## src/rtl/fix_field_drain_ctrl.sv

```systemverilog
// Read-side controller for the parser tag/value FIFOs: pops one tag and one value together,
// checks FIX framing (8 opens, 10 closes) and presents the pair on a valid/ready stream.
module fix_field_drain_ctrl #(
  parameter int unsigned TAG_WIDTH   = 32,
  parameter int unsigned VALUE_WIDTH = 256,
  parameter int unsigned TIMEOUT     = 16,
  parameter int unsigned CNT_WIDTH   = 16
) (
  input  logic                   clk,
  input  logic                   rst,
  input  logic                   t_empty_i,
  input  logic                   t_full_i,
  input  logic [TAG_WIDTH-1:0]   t_data_i,
  output logic                   t_rd_cs_o,
  output logic                   t_rd_en_o,
  input  logic                   v_empty_i,
  input  logic                   v_full_i,
  input  logic [VALUE_WIDTH-1:0] v_data_i,
  output logic                   v_rd_cs_o,
  output logic                   v_rd_en_o,
  output logic                   out_valid_o,
  input  logic                   out_ready_i,
  output logic [TAG_WIDTH-1:0]   out_tag_o,
  output logic [VALUE_WIDTH-1:0] out_value_o,
  output logic                   out_sof_o,
  output logic                   out_eof_o,
  output logic [7:0]             out_field_idx_o,
  output logic [CNT_WIDTH-1:0]   msg_count_o,
  output logic                   stall_o,
  output logic                   err_pair_timeout_o,
  output logic                   err_seq_o,
  input  logic                   clr_err_i
);

  localparam int unsigned TmoW = $clog2(TIMEOUT + 1);
  localparam logic [TAG_WIDTH-1:0] SofTag = TAG_WIDTH'(32'h0000_0038);
  localparam logic [TAG_WIDTH-1:0] EofTag = TAG_WIDTH'(32'h0000_3130);

  typedef enum logic [1:0] {StIdle, StRead, StCapt, StPresent} state_e;

  state_e          state_q;
  logic            rd_q;
  logic            in_msg_q;
  logic [TmoW-1:0] tmo_cnt_q;

  logic       both_avail;
  logic       one_avail;
  logic       cap_sof;
  logic       cap_eof;
  logic [7:0] idx_inc;
  logic       seq_err_set;
  logic       tmo_hit;

  assign t_rd_cs_o = rd_q;
  assign t_rd_en_o = rd_q;
  assign v_rd_cs_o = rd_q;
  assign v_rd_en_o = rd_q;
  assign stall_o   = t_full_i | v_full_i;

  always_comb begin
    both_avail  = !t_empty_i && !v_empty_i;
    one_avail   = t_empty_i ^ v_empty_i;
    cap_sof     = (t_data_i == SofTag);
    cap_eof     = (t_data_i == EofTag);
    idx_inc     = (out_field_idx_o == 8'hff) ? 8'hff : out_field_idx_o + 8'd1;
    // A BeginString inside a message, or any other field outside one, breaks framing.
    seq_err_set = (state_q == StCapt) && (cap_sof ? in_msg_q : !in_msg_q);
    tmo_hit     = (state_q == StIdle) && one_avail && (tmo_cnt_q == TmoW'(TIMEOUT - 1));
  end

  always_ff @(posedge clk) begin
    if (rst) begin
      state_q            <= StIdle;
      rd_q               <= 1'b0;
      in_msg_q           <= 1'b0;
      tmo_cnt_q          <= '0;
      out_valid_o        <= 1'b0;
      out_tag_o          <= '0;
      out_value_o        <= '0;
      out_sof_o          <= 1'b0;
      out_eof_o          <= 1'b0;
      out_field_idx_o    <= '0;
      msg_count_o        <= '0;
      err_pair_timeout_o <= 1'b0;
      err_seq_o          <= 1'b0;
    end else begin
      unique case (state_q)
        StIdle: begin
          if (both_avail) begin
            state_q <= StRead;
            rd_q    <= 1'b1;
          end
        end
        StRead: begin
          rd_q    <= 1'b0;
          state_q <= StCapt;
        end
        StCapt: begin
          out_tag_o       <= t_data_i;
          out_value_o     <= v_data_i;
          out_sof_o       <= cap_sof;
          out_eof_o       <= cap_eof;
          out_field_idx_o <= cap_sof ? 8'd0 : idx_inc;
          if (cap_sof) in_msg_q <= 1'b1;
          out_valid_o     <= 1'b1;
          state_q         <= StPresent;
        end
        StPresent: begin
          if (out_ready_i) begin
            out_valid_o <= 1'b0;
            state_q     <= StIdle;
            if (out_eof_o) begin
              msg_count_o <= msg_count_o + CNT_WIDTH'(1);
              in_msg_q    <= 1'b0;
            end
          end
        end
        default: state_q <= StIdle;
      endcase

      // Counts only while one FIFO waits on its partner; saturates once the timeout is reached.
      if ((state_q == StIdle) && one_avail) begin
        if (tmo_cnt_q < TmoW'(TIMEOUT)) tmo_cnt_q <= tmo_cnt_q + TmoW'(1);
      end else begin
        tmo_cnt_q <= '0;
      end

      if (tmo_hit)        err_pair_timeout_o <= 1'b1;
      else if (clr_err_i) err_pair_timeout_o <= 1'b0;

      if (seq_err_set)    err_seq_o <= 1'b1;
      else if (clr_err_i) err_seq_o <= 1'b0;
    end
  end

endmodule
```

## config.mk

```make
export PLATFORM = sky130hd
export DESIGN_NAME = fix_field_drain_ctrl
export DESIGN_NICKNAME = d
export VERILOG_FILES = /design/src/rtl/fix_field_drain_ctrl.sv
export SDC_FILE = /design/constraint.sdc
export NUM_CORES = 1
export LEC_CHECK = 0
export ABC_AREA = 1
export BUFFER_PORTS_ARGS = -buffer_cell sky130_fd_sc_hd__buf_2
export CAP_MARGIN = 15
export CORE_AREA = 4 4 236 238
export CTS_BUF_LIST = sky130_fd_sc_hd__clkbuf_8
export CTS_CLUSTER_DIAMETER = 30
export CTS_CLUSTER_SIZE = 8
export DETAILED_ROUTE_END_ITERATION = 7
export DIE_AREA = 0 0 240 242
export GPL_ROUTABILITY_DRIVEN = 0
export PLACE_DENSITY = 0.48
export SYNTH_ARGS = -nofsm -noshare
export SYNTH_HDL_FRONTEND = slang
export SYNTH_SLANG_ARGS = --single-unit
```

## constraint.sdc

```tcl
create_clock -name clk -period 2.72 [get_ports clk]
set_input_delay 0.408 -clock clk [delete_from_list [all_inputs] [get_ports clk]]
set_output_delay 0.408 -clock clk [all_outputs]
set_load 0.005 [all_outputs]
```

Word-level counts from Yosys, hierarchy flattened
Index checks and enable logic that the tools add are counted.
{"block": "totals", "register_bits": 326, "in_bits": 296}
{"block": "classes", "addsub": 3, "magnitude_cmp": 1, "n_reduce_logical": 18, "eq_ne": 11, "bitwise": 3, "n_mux": 17}
{"operator": "32-bit by 14-bit == test with 1-bit output, second input constant", "n": 1}
{"operator": "32-bit by 6-bit == test with 1-bit output, second input constant", "n": 1}
{"operator": "16-bit by 1-bit adder with 16-bit output, second input constant", "n": 1}
{"operator": "8-bit 2-to-1 mux", "n": 2}
{"operator": "1-bit 2-to-1 mux", "n": 9}
{"operator": "8-bit by 1-bit adder with 8-bit output, second input constant", "n": 1}
{"operator": "8-bit == test, second input constant", "n": 1}
{"operator": "2-bit != test, second input constant", "n": 4}
{"operator": "2-bit one-hot mux with 4 select lines", "n": 1}
{"operator": "2-bit nonzero test", "n": 4}
{"operator": "1-bit one-hot mux with 2 select lines", "n": 3}
{"operator": "2-bit AND reduction", "n": 3}
{"operator": "5-bit by 1-bit adder with 5-bit output, second input constant", "n": 1}
{"operator": "5-bit by 4-bit == test with 1-bit output, second input constant", "n": 1}
{"operator": "5-bit less-than comparator, second input constant", "n": 1}
{"operator": "2-bit == test, second input constant", "n": 2}
{"operator": "1-bit logical AND", "n": 4}
{"operator": "2-bit 2-to-1 mux", "n": 2}
{"operator": "4-bit AND reduction", "n": 1}
{"operator": "1-bit zero test", "n": 3}
{"operator": "3-bit AND reduction", "n": 1}
{"operator": "2-bit by 1-bit == test with 1-bit output, second input constant", "n": 1}
{"operator": "2-bit zero test", "n": 1}
{"operator": "2-bit OR reduction", "n": 1}
{"operator": "3 further kinds", "n": 3}

Longest topological paths before layout
Gate-level depths: netlist of run 1.
{"block": "depth", "word_depth": 4, "ltp_mapped": 10}

Worst setup path after synthesis of run 1
Ideal clock, no wire load.
{"block": "synth_path", "path_type": "flip-flop to flip-flop", "start": "reg state_q[0]", "end": "reg out_value_o[181]", "synth_period_minus_slack_ns": 1.442, "n_path_buf": 4, "t_arrival_ns": 1.378, "path_stages_with_launch": 10, "path_slack_ns": 1.278, "path_cell_list": "dfxtp_1 -> inv_1 -> ha_1 -> buf_2 -> buf_6 -> inv_4 -> buf_4 -> buf_2 -> nor2_1 -> nor2_1"}
{"block": "synth_via", "elab_chain_cells": 1}
{"item": "start: declaration", "line_no": "41", "rtl": "state_e state_q;"}
{"item": "start signal: assignment", "line_no": "73", "rtl": "state_q <= StIdle;"}
{"item": "start signal: assignment", "line_no": "90", "rtl": "state_q <= StRead;"}
{"item": "start signal: assignment", "line_no": "96", "rtl": "state_q <= StCapt;"}
{"item": "2-bit == test", "line_no": "87", "rtl": "unique case (state_q)"}
{"item": "end signal: assignment", "line_no": "100", "rtl": "out_value_o <= v_data_i;"}
{"item": "end: declaration", "line_no": "24", "rtl": "output logic [VALUE_WIDTH-1:0] out_value_o,"}
No other way between the ends.
A chain may end at the register's enable or synchronous reset.

Final worst setup path of run 1
{"block": "layout_path", "start": "reg state_q[0]", "end": "reg out_value_o[117]"}
Same word-level chain as after synthesis.

==> flow_summary.json, run 1 <==
{
  "cts.clk_slew.worst_paths_ps": 60,
  "cp.required_ps": 3270,
  "cts_tree": "yes",
  "powerDensity_nw_per_um2": 975,
  "grt_pass1_wl_mm": 73.9,
  "cts.sinks": 326,
  "whs_path_depth": 3,
  "critPathCaptureType": "flop",
  "synth-edff-count": 0,
  "r2r_slack_ps": 830,
  "worstSkewPairLatency_ps": 630,
  "drc": 0,
  "worst_ep_arrival_time_ps": 2440,
  "rows": 85,
  "die_x_um": 240,
  "synth_area_leader_cell": "dfxtp_1",
  "min_period_ps": 1890,
  "fin_tns_setup_ps": 0,
  "status": "finished clean",
  "drtIter0Drc": 581,
  "ys_ff_latch": 326,
  "drive_gt1_share_pct": 31.9,
  "slew_headroom_pct": 59.3,
  "slew_violations": 0,
  "finalCritPeriodShare_pct": 69.6,
  "wl_per_cell_um": 15.1,
  "nets": 2764,
  "cts_inserted_buffers": 88,
  "synth_area_per_cell_um2": 7.76,
  "ant_nets": 0,
  "num-fill-cells": 5424,
  "worstSetupPathType": "reg -> reg",
  "clk_path_buf_depth": 3,
  "placed_cells": 2779,
  "syn_inst": 1549,
  "synthTopCellsByArea": "dfxtp_1 54%, nor2_1 17%, o21ai_0 12%",
  "num_vias": 13771,
  "path_max_fanout": 128,
  "cts_setup_buffers": 0,
  "synth_top_area_share_pct": 54.3,
  "design_area_um2": 20700,
  "hpwl_mm": 33.1,
  "syn_to_final_growth_pct": 71.9,
  "hold_path_class": "in -> reg",
  "grt_pass1_vias": 13787,
  "portBuffers": 617,
  "via_per_inst": 4.27,
  "synth_cell_types": 35,
  "fp.coreArea_um2": 53600,
  "grt_usage_pct": 15.7,
  "fp.dieH_um": 242,
  "fin_cells": 3227,
  "grt_remaining_overflow": 0,
  "crit_path_start_kind": "flop",
  "rr_startpoint": "state_q[0]",
  "dpl_cell_area_um2": 15700,
  "dieArea_um2": 58100,
  "p_leak_uw": 0.0103,
  "clock_skew_ps": 25.2,
  "drv_cap": 0,
  "tightest_slew_ps": 610,
  "htreeDepth": 3,
  "peakVddDrop_mv": 0.687,
  "yosys-top-cells-count": "549 x nor2_1, 326 x dfxtp_1, 298 x o21ai_0, 83 x nand2_1, 66 x inv_1",
  "min_to": "out_tag_o[11]",
  "synthMostInstantiatedCell": "nor2_1",
  "dr.pass1.iters": 5,
  "io_pins": 618,
  "cts_root_buf": "clkbuf_8",
  "initial_core_util_pct": 22.4,
  "fmax_ghz": 0.528,
  "rr_endpoint": "out_value_o[117]",
  "grt_max_degree": 129,
  "synth_async_sr_flop_share_pct": 0,
  "wirelength_mm": 48.8,
  "cts_resized": 0,
  "r2r.worst_path.cells": 6,
  "cp-startpoint": "state_q[0]",
  "rsz0062_at_grt": "no",
  "yosys_warnings": 0,
  "syn-cell-area_um2": 12000,
  "min_from": "t_data_i[11]",
  "mappedNetlistNets": 1855,
  "finalHoldViolCount": 0,
  "setup_viol": 0,
  "final_util_pct": 38.5,
  "synth-main-ff-cell": "dfxtp_1",
  "ys_seq_area_share_pct": 54.3,
  "antenna_found_initial": 2
}
## power by group
part / total (uW) / internal, uW / switching (uW)
registers: 7170 / 6420 / 750
logic: 5470 / 2320 / 3150
clock network: 7500 / 4910 / 2590
## kinds of logic after synthesis
family / after synthesis / share of synthesized area [%]
flip-flops: 326 / 54.3
AND/OR/NAND/NOR: 678 / 22.2
AO/OA/AOI/OAI: 361 / 15.2
XOR/XNOR: 2 / 0.146
buffers and inverters: 172 / 7.08
adder cells (fa/ha/maj): 10 / 1.04
## state kept, by name, indices dropped and copies added, names as in the netlist
register	cells
out_value_o	256
out_tag_o	32
msg_count_o	16
out_field_idx_o	8
tmo_cnt_q	5
state_q	2
err_pair_timeout_o	1
err_seq_o	1
in_msg_q	1
out_eof_o	1
out_sof_o	1
out_valid_o	1
t_rd_cs_o	1
## placed cells by master (no fill, tap or decap), types with 3 or more instances in the layout
| master | n |
|---|---|
| a21oi_1 | 54 |
| buf_12 | 9 |
| buf_2 | 617 |
| buf_4 | 11 |
| bufinv_16 | 13 |
| clkbuf_8 | 110 |
| clkinv_2 | 17 |
| clkinvlp_4 | 9 |
| dfxtp_1 | 326 |
| dlygate4sd3_1 | 285 |
| ha_1 | 9 |
| inv_1 | 74 |
| inv_8 | 4 |
| nand2_1 | 83 |
| nand3_1 | 18 |
| nor2_1 | 549 |
| nor2_2 | 3 |
| nor3_1 | 12 |
| o21ai_0 | 298 |
## cell type report
type                    instances  area [um^2]  area share (%)
inverters                      69          272            1.31
clock buffers                 110         1510            7.33
flip-flops and latches        326         6530            31.6
multi-input cells            1051         4650            22.5
repair buffers                922         6200            30.0
well taps                     696          871            4.22
clock inverters                51          611            2.96
diodes                          2         5.00          0.0242
## per-stage QoR
step                      setup slack [ps]  total power [uW]  hold WS [ps]
after global placement                 892             12300           471
after CTS                              823             20400          2.75
final                                  827             20100          82.5
after floorplan                       1280              9700           445
after detailed placement               890             12400           474
after global routing                   694             21500          49.0
## worst max-delay path, stage by stage, from the launching register on
cell and delay, ps:
dfxtp_1 330, inv_1 170, ha_4 210, buf_12 240, buf_12 330, o21ai_0 190
nor2_1 140
## worst max-delay path by stage
stage | to | slack [ps] | cells after the start
after floorplan | out_value_o[181] | 1280 | 9
after CTS | out_value_o[66] | 820 | 6
after global routing | out_value_o[152] | 690 | 6
final | out_value_o[117] | 830 | 6
after detailed placement | out_value_o[66] | 890 | 6
after global placement | out_tag_o[31] | 890 | 5
## per-layer routing
layer	vias up	global-route usage, %	wire, um
met2	506	26.9	23800
met5	-	0	0
met4	0	8.28	2170
met3	131	4.09	3280
met1	6309	17.8	19600
li1	6825	-	-
## repair_timing
action                                 CTS  global route
setup endpoints to repair                0             0
hold buffers                           285             0
endpoints found under the hold margin  285             0
(Power assumes the default switching activity.)
==> run 2, diff against run 1 <==
ABC_AREA = 0   (was 1)
CORE_AREA = 4 4 241 243   (was 4 4 236 238)
DIE_AREA = 0 0 245 247   (was 0 0 240 242)
PLACE_DENSITY = 0.47   (was 0.48)
clock period = 1.9 ns   (was 2.72 ns; I/O delays follow)
==> run 2 against run 1 <==
- the run now ends with setup timing left
- sequential cell count stayed put
- sequential power is 22% higher
- clock-buffer cell count is 9 lower
- highest routed layer unchanged
- routed wire length is 8.2% lower
- synthesized cell count is 26% lower
- global-route usage is 1.7 points lower
- clock skew is 2.6 ps higher
- utilization is 0.92 points lower
==> flow_summary.json, run 2 <==
{
  "ant_nets": 0,
  "initial_core_util_pct": 21.2,
  "p_sw_uw": 7770,
  "holdWs_ps": 151,
  "drc": 0,
  "fin_tns_setup_ps": -3.00,
  "cts.clk_slew.worst_paths_ps": 60,
  "hold_path_class": "in -> reg",
  "syn-cell-area_um2": 11900,
  "path_cells": "dlygate4sd3_1 > buf_2 > nor4bb_2 > nand4_1 > or4_4 > buf_12 > o31ai_1 > a211oi_1",
  "synth_cell_types": 39,
  "fp.coreArea_um2": 56000,
  "fp.dieH_um": 247,
  "worstSetupPathType": "in -> reg",
  "synth-edff-count": 0,
  "peakVddDrop_mv": 0.550,
  "synth_async_sr_flop_share_pct": 0,
  "nets": 2424,
  "finalCritPeriodShare_pct": 100,
  "p_leak_uw": 0.00960,
  "cts.sinks": 326,
  "cts_inserted_buffers": 85,
  "fin_ws_ps": -3.00,
  "synth-main-ff-cell": "dfxtp_1",
  "rr_startpoint": "state_q[0]",
  "drive_gt1_share_pct": 37.7,
  "powerDensity_nw_per_um2": 1240,
  "syn_inst": 1145,
  "clk_path_buf_depth": 3,
  "min_period_ps": 1900,
  "slew_violations": 0,
  "ys_seq_area_share_pct": 54.9,
  "power.share.sequential_pct": 33.7,
  "power.internal_uw": 18300,
  "drv_cap": 0,
  "antenna_found_initial": 0,
  "hpwl_mm": 31.2,
  "ys_ff_latch": 326,
  "setup_viol": 1,
  "synthMostInstantiatedCell": "dfxtp_1",
  "crit_path_start_kind": "primary input",
  "syn_to_final_growth_pct": 77.0,
  "finalHoldViolCount": 0,
  "mappedNetlistNets": 1451,
  "reg.largest.list": "out_value_o: 256 flops, out_tag_o: 32 flops, msg_count_o: 16 flops",
  "grt_usage_pct": 14.0,
  "fmax_ghz": 0.525,
  "slowest_stage": "or4_4",
  "slowest_delay_ps": 570,
  "cts_tree": "yes",
  "grt_pass1_vias": 12789,
  "num_vias": 11924,
  "r2r.worst_path.cells": 7,
  "critPathTopFamily": "simple AND/OR/NAND/NOR gates",
  "via_per_inst": 4.05,
  "synth_top_area_share_pct": 54.9,
  "status": "complete, but fails checks",
  "htreeDepth": 3,
  "drtIter0Drc": 289,
  "synth_area_per_cell_um2": 10.4,
  "synthTopCellsByArea": "dfxtp_1 55%, mux2i_1 25%, nor2_1 9.9%",
  "cp.required_ps": 2390,
  "power_frac_clock_pct": 38.5,
  "grt_max_degree": 71,
  "wirelength_mm": 44.8,
  "min_to": "t_rd_cs_o",
  "r2r_slack_ps": 180,
  "largest_register_ffs": 256,
  "path_max_fanout": 7,
  "failed_checks": "setup timing",
  "die_x_um": 245,
  "design_area_um2": 21000,
  "pwr-share-comb_pct": 27.8,
  "dieArea_um2": 60500,
  "rows": 87,
  "wl_per_cell_um": 15.2,
  "worst_ep_arrival_time_ps": 2390,
  "path_buf_inv": 3,
  "dr.pass1.iters": 5,
  "rsz0062_at_grt": "yes",
  "rr_endpoint": "out_value_o[68]",
  "p_sw_share_pct": 29.8,
  "top_register": "out_value_o",
  "clock_skew_ps": 27.8,
  "portBuffers": 617,
  "yosys-top-cells-count": "326 x dfxtp_1, 315 x nor2_1, 293 x mux2i_1, 41 x clkbuf_1, 31 x buf_2",
  "num-fill-cells": 5661,
  "grt_pass1_wl_mm": 68.1,
  "layout_commonest_cell": "buf_2",
  "layout_common_cells": "615 x buf_2, 326 x dfxtp_1, 315 x nor2_1, 293 x mux2i_1, 291 x dlygate4sd3_1",
  "slew_headroom_pct": 54.9,
  "dpl_cell_area_um2": 16100,
  "critPathCaptureType": "flop",
  "grt_remaining_overflow": 0,
  "synth_area_leader_cell": "dfxtp_1",
  "min_from": "v_empty_i",
  "tightest_slew_ps": 671,
  "worstSkewPairLatency_ps": 640,
  "whs_path_depth": 5,
  "io_pins": 618,
  "yosys_warnings": 0,
  "cts_root_buf": "clkbuf_8"
}
==> run 2: per-stage QoR <==
step | cells | worst slack (ps) | total power (uW) | util, %
detailed placement | 2497 | -526 | 15700 | 28.9
global route | 2941 | -38.7 | 27600 | 37.6
CTS | 2942 | 37.3 | 26400 | 37.6
global placement | 2497 | -550 | 15600 | 28.9
finish | 2942 | -3.00 | 26100 | 37.6
floorplan | 1145 | 57.9 | 12800 | -
==> run 2: metal layers <==
| layer | part of all wire (%) | GRT usage (%) | vias to the layer above |
|---|---|---|---|
| met1 | 38 | 15.0 | 5510 |
| met2 | 50 | 24.4 | 464 |
| met3 | 7.2 | 4.81 | 137 |
| met4 | 4.4 | 7.33 | 0 |
| met5 | 0 | 0 | - |
| li1 | - | - | 5813 |
==> run 2: area by class of cell <==
type                            instances  area (um^2)  share of cell area (%)
Timing Repair Buffer                  964         6560                    31.2
Sequential cell                       326         6530                    31.0
Multi-Input combinational cell        729         5000                    23.8
Clock buffer                          101         1390                    6.60
Tap cell                              756          946                    4.49
Clock inverter                         53          579                    2.75
Inverter                               12         45.0                   0.214
Antenna cell                            1         2.50                  0.0119
==> run 2: cell families (layout without fill, tap and decap cells) <==
family | after synthesis | in the layout | synth area share (%)
and+or+nand+nor | 379 | 379 | 13.2
DFF | 326 | 326 | 54.9
muxes | 293 | 293 | 24.7
buffers and inverters | 90 | 1130 | 3.33
AOI/OAI and AO/OA | 30 | 30 | 1.65
xor gates and xnor gates | 17 | 17 | 1.25
adders and majority gates | 10 | 10 | 1.05
other | 0 | 1 | 0
==> run 2: how the worst max path moves through the flow <==
stage | from | slack (ps) | to | cells past startpoint
6_report | t_data_i[2] | -3 | out_field_idx_o[7] | 8
5_1_grt | t_data_i[2] | -40 | out_sof_o | 8
4_1_cts | t_data_i[13] | 40 | out_field_idx_o[7] | 7
3_5_place_dp | t_data_i[31] | -530 | out_sof_o | 8
3_3_place_gp | t_data_i[31] | -550 | in_msg_q | 8
2_1_floorplan | state_q[0] | 60 | msg_count_o[15] | 8
==> run 2: timing repair <==
action,4_1_cts,5_1_grt
endpoints found under the hold margin,294,0
hold buffers,291,0
setup endpoints to repair,0,9
setup buffers,0,0
gates resized for setup,0,4
==> run 2: worst reg2reg max path: cells and delay by family (launching register included) <==
family | cells | cell delay [ps]
mux | 1 | 280
simple gates | 1 | 70
fa+ha+maj | 1 | 190
flops | 1 | 300
buf+inv | 4 | 750
==> run 2: power by group through the flow <==
stage               logic [uW]  registers (uW)  clock network, uW
finish                    7260            8780              10000
global route              7960            8910              10700
CTS                       7290            8770              10400
detailed placement        6800            8870                  0
global placement          6740            8850                  0
floorplan                 3820            8960                  0
==> run 3, diff against run 2 <==
CTS_BUF_LIST = default   (was sky130_fd_sc_hd__clkbuf_8)
==> run 3 against run 2 <==
- the run now ends clean
- worst hold slack worse by 99 ps
- clock-buffer cell count is 10 higher
- sequential power hardly changed
- fmax is 4.5% higher
- routed wire length is 0.23% higher
- non-clock buffer count is 12 lower
- sequential share of layout area is 1.3 points lower
- sequential cell count stayed put
- clock power is 47% higher
- final cell count is 0.44% lower
- via count is 0.65% lower
- utilization is 1.7 points higher
- largest cell class is now flip-flops and latches
- highest routed layer unchanged
==> flow_summary.json, run 3 (synthesized netlist as in run 2, its figures left out) <==
{
  "antennaDiodeCount": 0,
  "tightest_slew_ps": 641,
  "place_ws_ps": -526,
  "cts_inserted_buffers": 85,
  "worstSetupPathType": "in -> reg",
  "path_cells": "dlygate4sd3_1 > buf_2 > nor4_2 > nand2_1 > or4_4 > buf_12 > o31ai_1 > a211oi_1",
  "num-fill-cells": 5563,
  "finalCritPeriodShare_pct": 95.9,
  "peakVddDrop_mv": 0.673,
  "fp.coreArea_um2": 56000,
  "power_uw": 30700,
  "grt_remaining_overflow": 0,
  "ant_nets": 0,
  "drv_cap": 0,
  "powerDensity_nw_per_um2": 1400,
  "cts.clk_slew.worst_paths_ps": 50,
  "critPathTopFamily": "simple AND/OR/NAND/NOR gates",
  "htreeDepth": 3,
  "worstSkewPairLatency_ps": 600,
  "io_pins": 618,
  "power.share.sequential_pct": 28.7,
  "wl_per_cell_um": 15.3,
  "p_sw_uw": 8470,
  "clock_skew_ps": 19.9,
  "fin_ws_ps": 78.7,
  "power.internal_uw": 22200,
  "dieArea_um2": 60500,
  "fp.dieH_um": 247,
  "drtIter0Drc": 283,
  "slew_violations": 0,
  "slowest_delay_ps": 590,
  "drive_gt1_share_pct": 37.8,
  "via_per_inst": 4.04,
  "finalHoldViolCount": 0,
  "initial_core_util_pct": 21.2,
  "die_x_um": 245,
  "top_register": "out_value_o",
  "cts.sinks": 326,
  "p_leak_uw": 0.0100,
  "nets": 2412,
  "whs_path_depth": 4,
  "cp.required_ps": 2350,
  "grt_usage_pct": 14.1,
  "status": "finished clean",
  "critPathCaptureType": "flop",
  "r2r.worst_path.cells": 6,
  "min_period_ps": 1820,
  "pwr-share-comb_pct": 23.6,
  "power_frac_clock_pct": 47.8,
  "min_to": "err_pair_timeout_o",
  "antenna_found_initial": 0,
  "slowest_stage": "or4_4",
  "cts_tree": "yes",
  "hpwl_mm": 31.2,
  "crit_path_start_kind": "primary input",
  "grt_pass1_wl_mm": 68.5,
  "rsz0062_at_grt": "no",
  "fmax_ghz": 0.549,
  "path_buf_inv": 3,
  "grt_pass1_vias": 12832,
  "path_max_fanout": 7,
  "placed_cells": 2497,
  "wirelength_mm": 44.9,
  "setup_viol": 0,
  "rows": 87,
  "slew_headroom_pct": 56.9,
  "num_vias": 11847,
  "grt_max_degree": 71,
  "clk_path_buf_depth": 3,
  "drc": 0,
  "r2r_slack_ps": 170,
  "dr.pass1.iters": 4,
  "fin_cells": 2929,
  "cts_setup_buffers": 0,
  "portBuffers": 617,
  "cts_root_buf": "clkbuf_16",
  "rr_endpoint": "msg_count_o[15]",
  "layout_common_cells": "612 x buf_2, 326 x dfxtp_1, 315 x nor2_1, 293 x mux2i_1, 278 x dlygate4sd3_1",
  "min_from": "clr_err_i",
  "p_sw_share_pct": 27.6,
  "hold_path_class": "in -> reg",
  "rr_startpoint": "state_q[1]",
  "syn_to_final_growth_pct": 84.9,
  "largest_register_ffs": 256,
  "worst_ep_arrival_time_ps": 2270,
  "reg.largest.list": "out_value_o: 256 flops, out_tag_o: 32 flops, msg_count_o: 16 flops",
  "layout_commonest_cell": "buf_2"
}
==> run 3: cell count changes in the layout (fill, tap and decap cells not counted), sizes merged <==
cell	before	now
diode	1	0
clkbuf	101	111
clkinvlp	6	5
clkinv	24	25
inv	24	14
dlygate4sd3	291	278
dlymetal6s4s	0	4
buf	673	670
==> run 3: per-stage QoR <==
step,TNS [ps],cell area (um^2),util (%),hold WS (ps)
final,0,22000,39.3,52.2
after global routing,0,22000,39.3,53.3
after CTS,0,22000,39.2,1.75
after floorplan,0,11900,-,432
after detailed placement,-5620,16100,28.9,475
after global placement,-5940,16100,28.9,466
==> run 3: timing repair <==
item,CTS,global route
resized for setup,0,10
setup endpoints to repair,0,11
hold endpoints to repair,282,0
hold buffers,282,0
==> run 3: tightest hold or removal path, stage by stage <==
cell and delay (ps):
buf_2 70, nor2_1 90, nand2_1 80, o21ai_0 60
==> run 3: metal layers <==
| layer | GRT usage, % | wire length (um) | vias to the layer above |
|---|---|---|---|
| met4 | 8.32 | 2140 | 0 |
| met5 | 0 | 0 | - |
| met3 | 4.79 | 3320 | 136 |
| met2 | 24.6 | 22600 | 450 |
| li1 | - | - | 5785 |
| met1 | 14.9 | 16900 | 5476 |
==> run 3: power by group through the flow <==
stage          registers (uW)  clock network, uW  logic (uW)
2_1_floorplan            8960                  0        3820
3_3_place_gp             8850                  0        6740
3_5_place_dp             8870                  0        6800
4_1_cts                  8790              15000        7280
5_1_grt                  8930              15400        7940
6_report                 8800              14700        7230
==> run 3: worst max-delay path by stage <==
stage                 startpoint  cells after the start  slack, ps                  to
floorplan             state_q[0]                      8         60     msg_count_o[15]
global placement    t_data_i[31]                      8       -550            in_msg_q
detailed placement  t_data_i[31]                      8       -530           out_sof_o
CTS                  t_data_i[6]                      8          7  out_field_idx_o[7]
global route         t_data_i[6]                      8          4           out_sof_o
finish              t_data_i[22]                      8         80  out_field_idx_o[7]
==> run 3: area by class of cell <==
cell class,count,area [um^2],area share [%]
Tap cell,756,946,4.30
Clock buffer,111,2400,10.9
Clock inverter,43,587,2.67
Sequential cell,326,6530,29.7
Timing Repair Buffer,952,6460,29.4
Inverter,12,45.0,0.205
Multi-Input combinational cell,729,5020,22.8
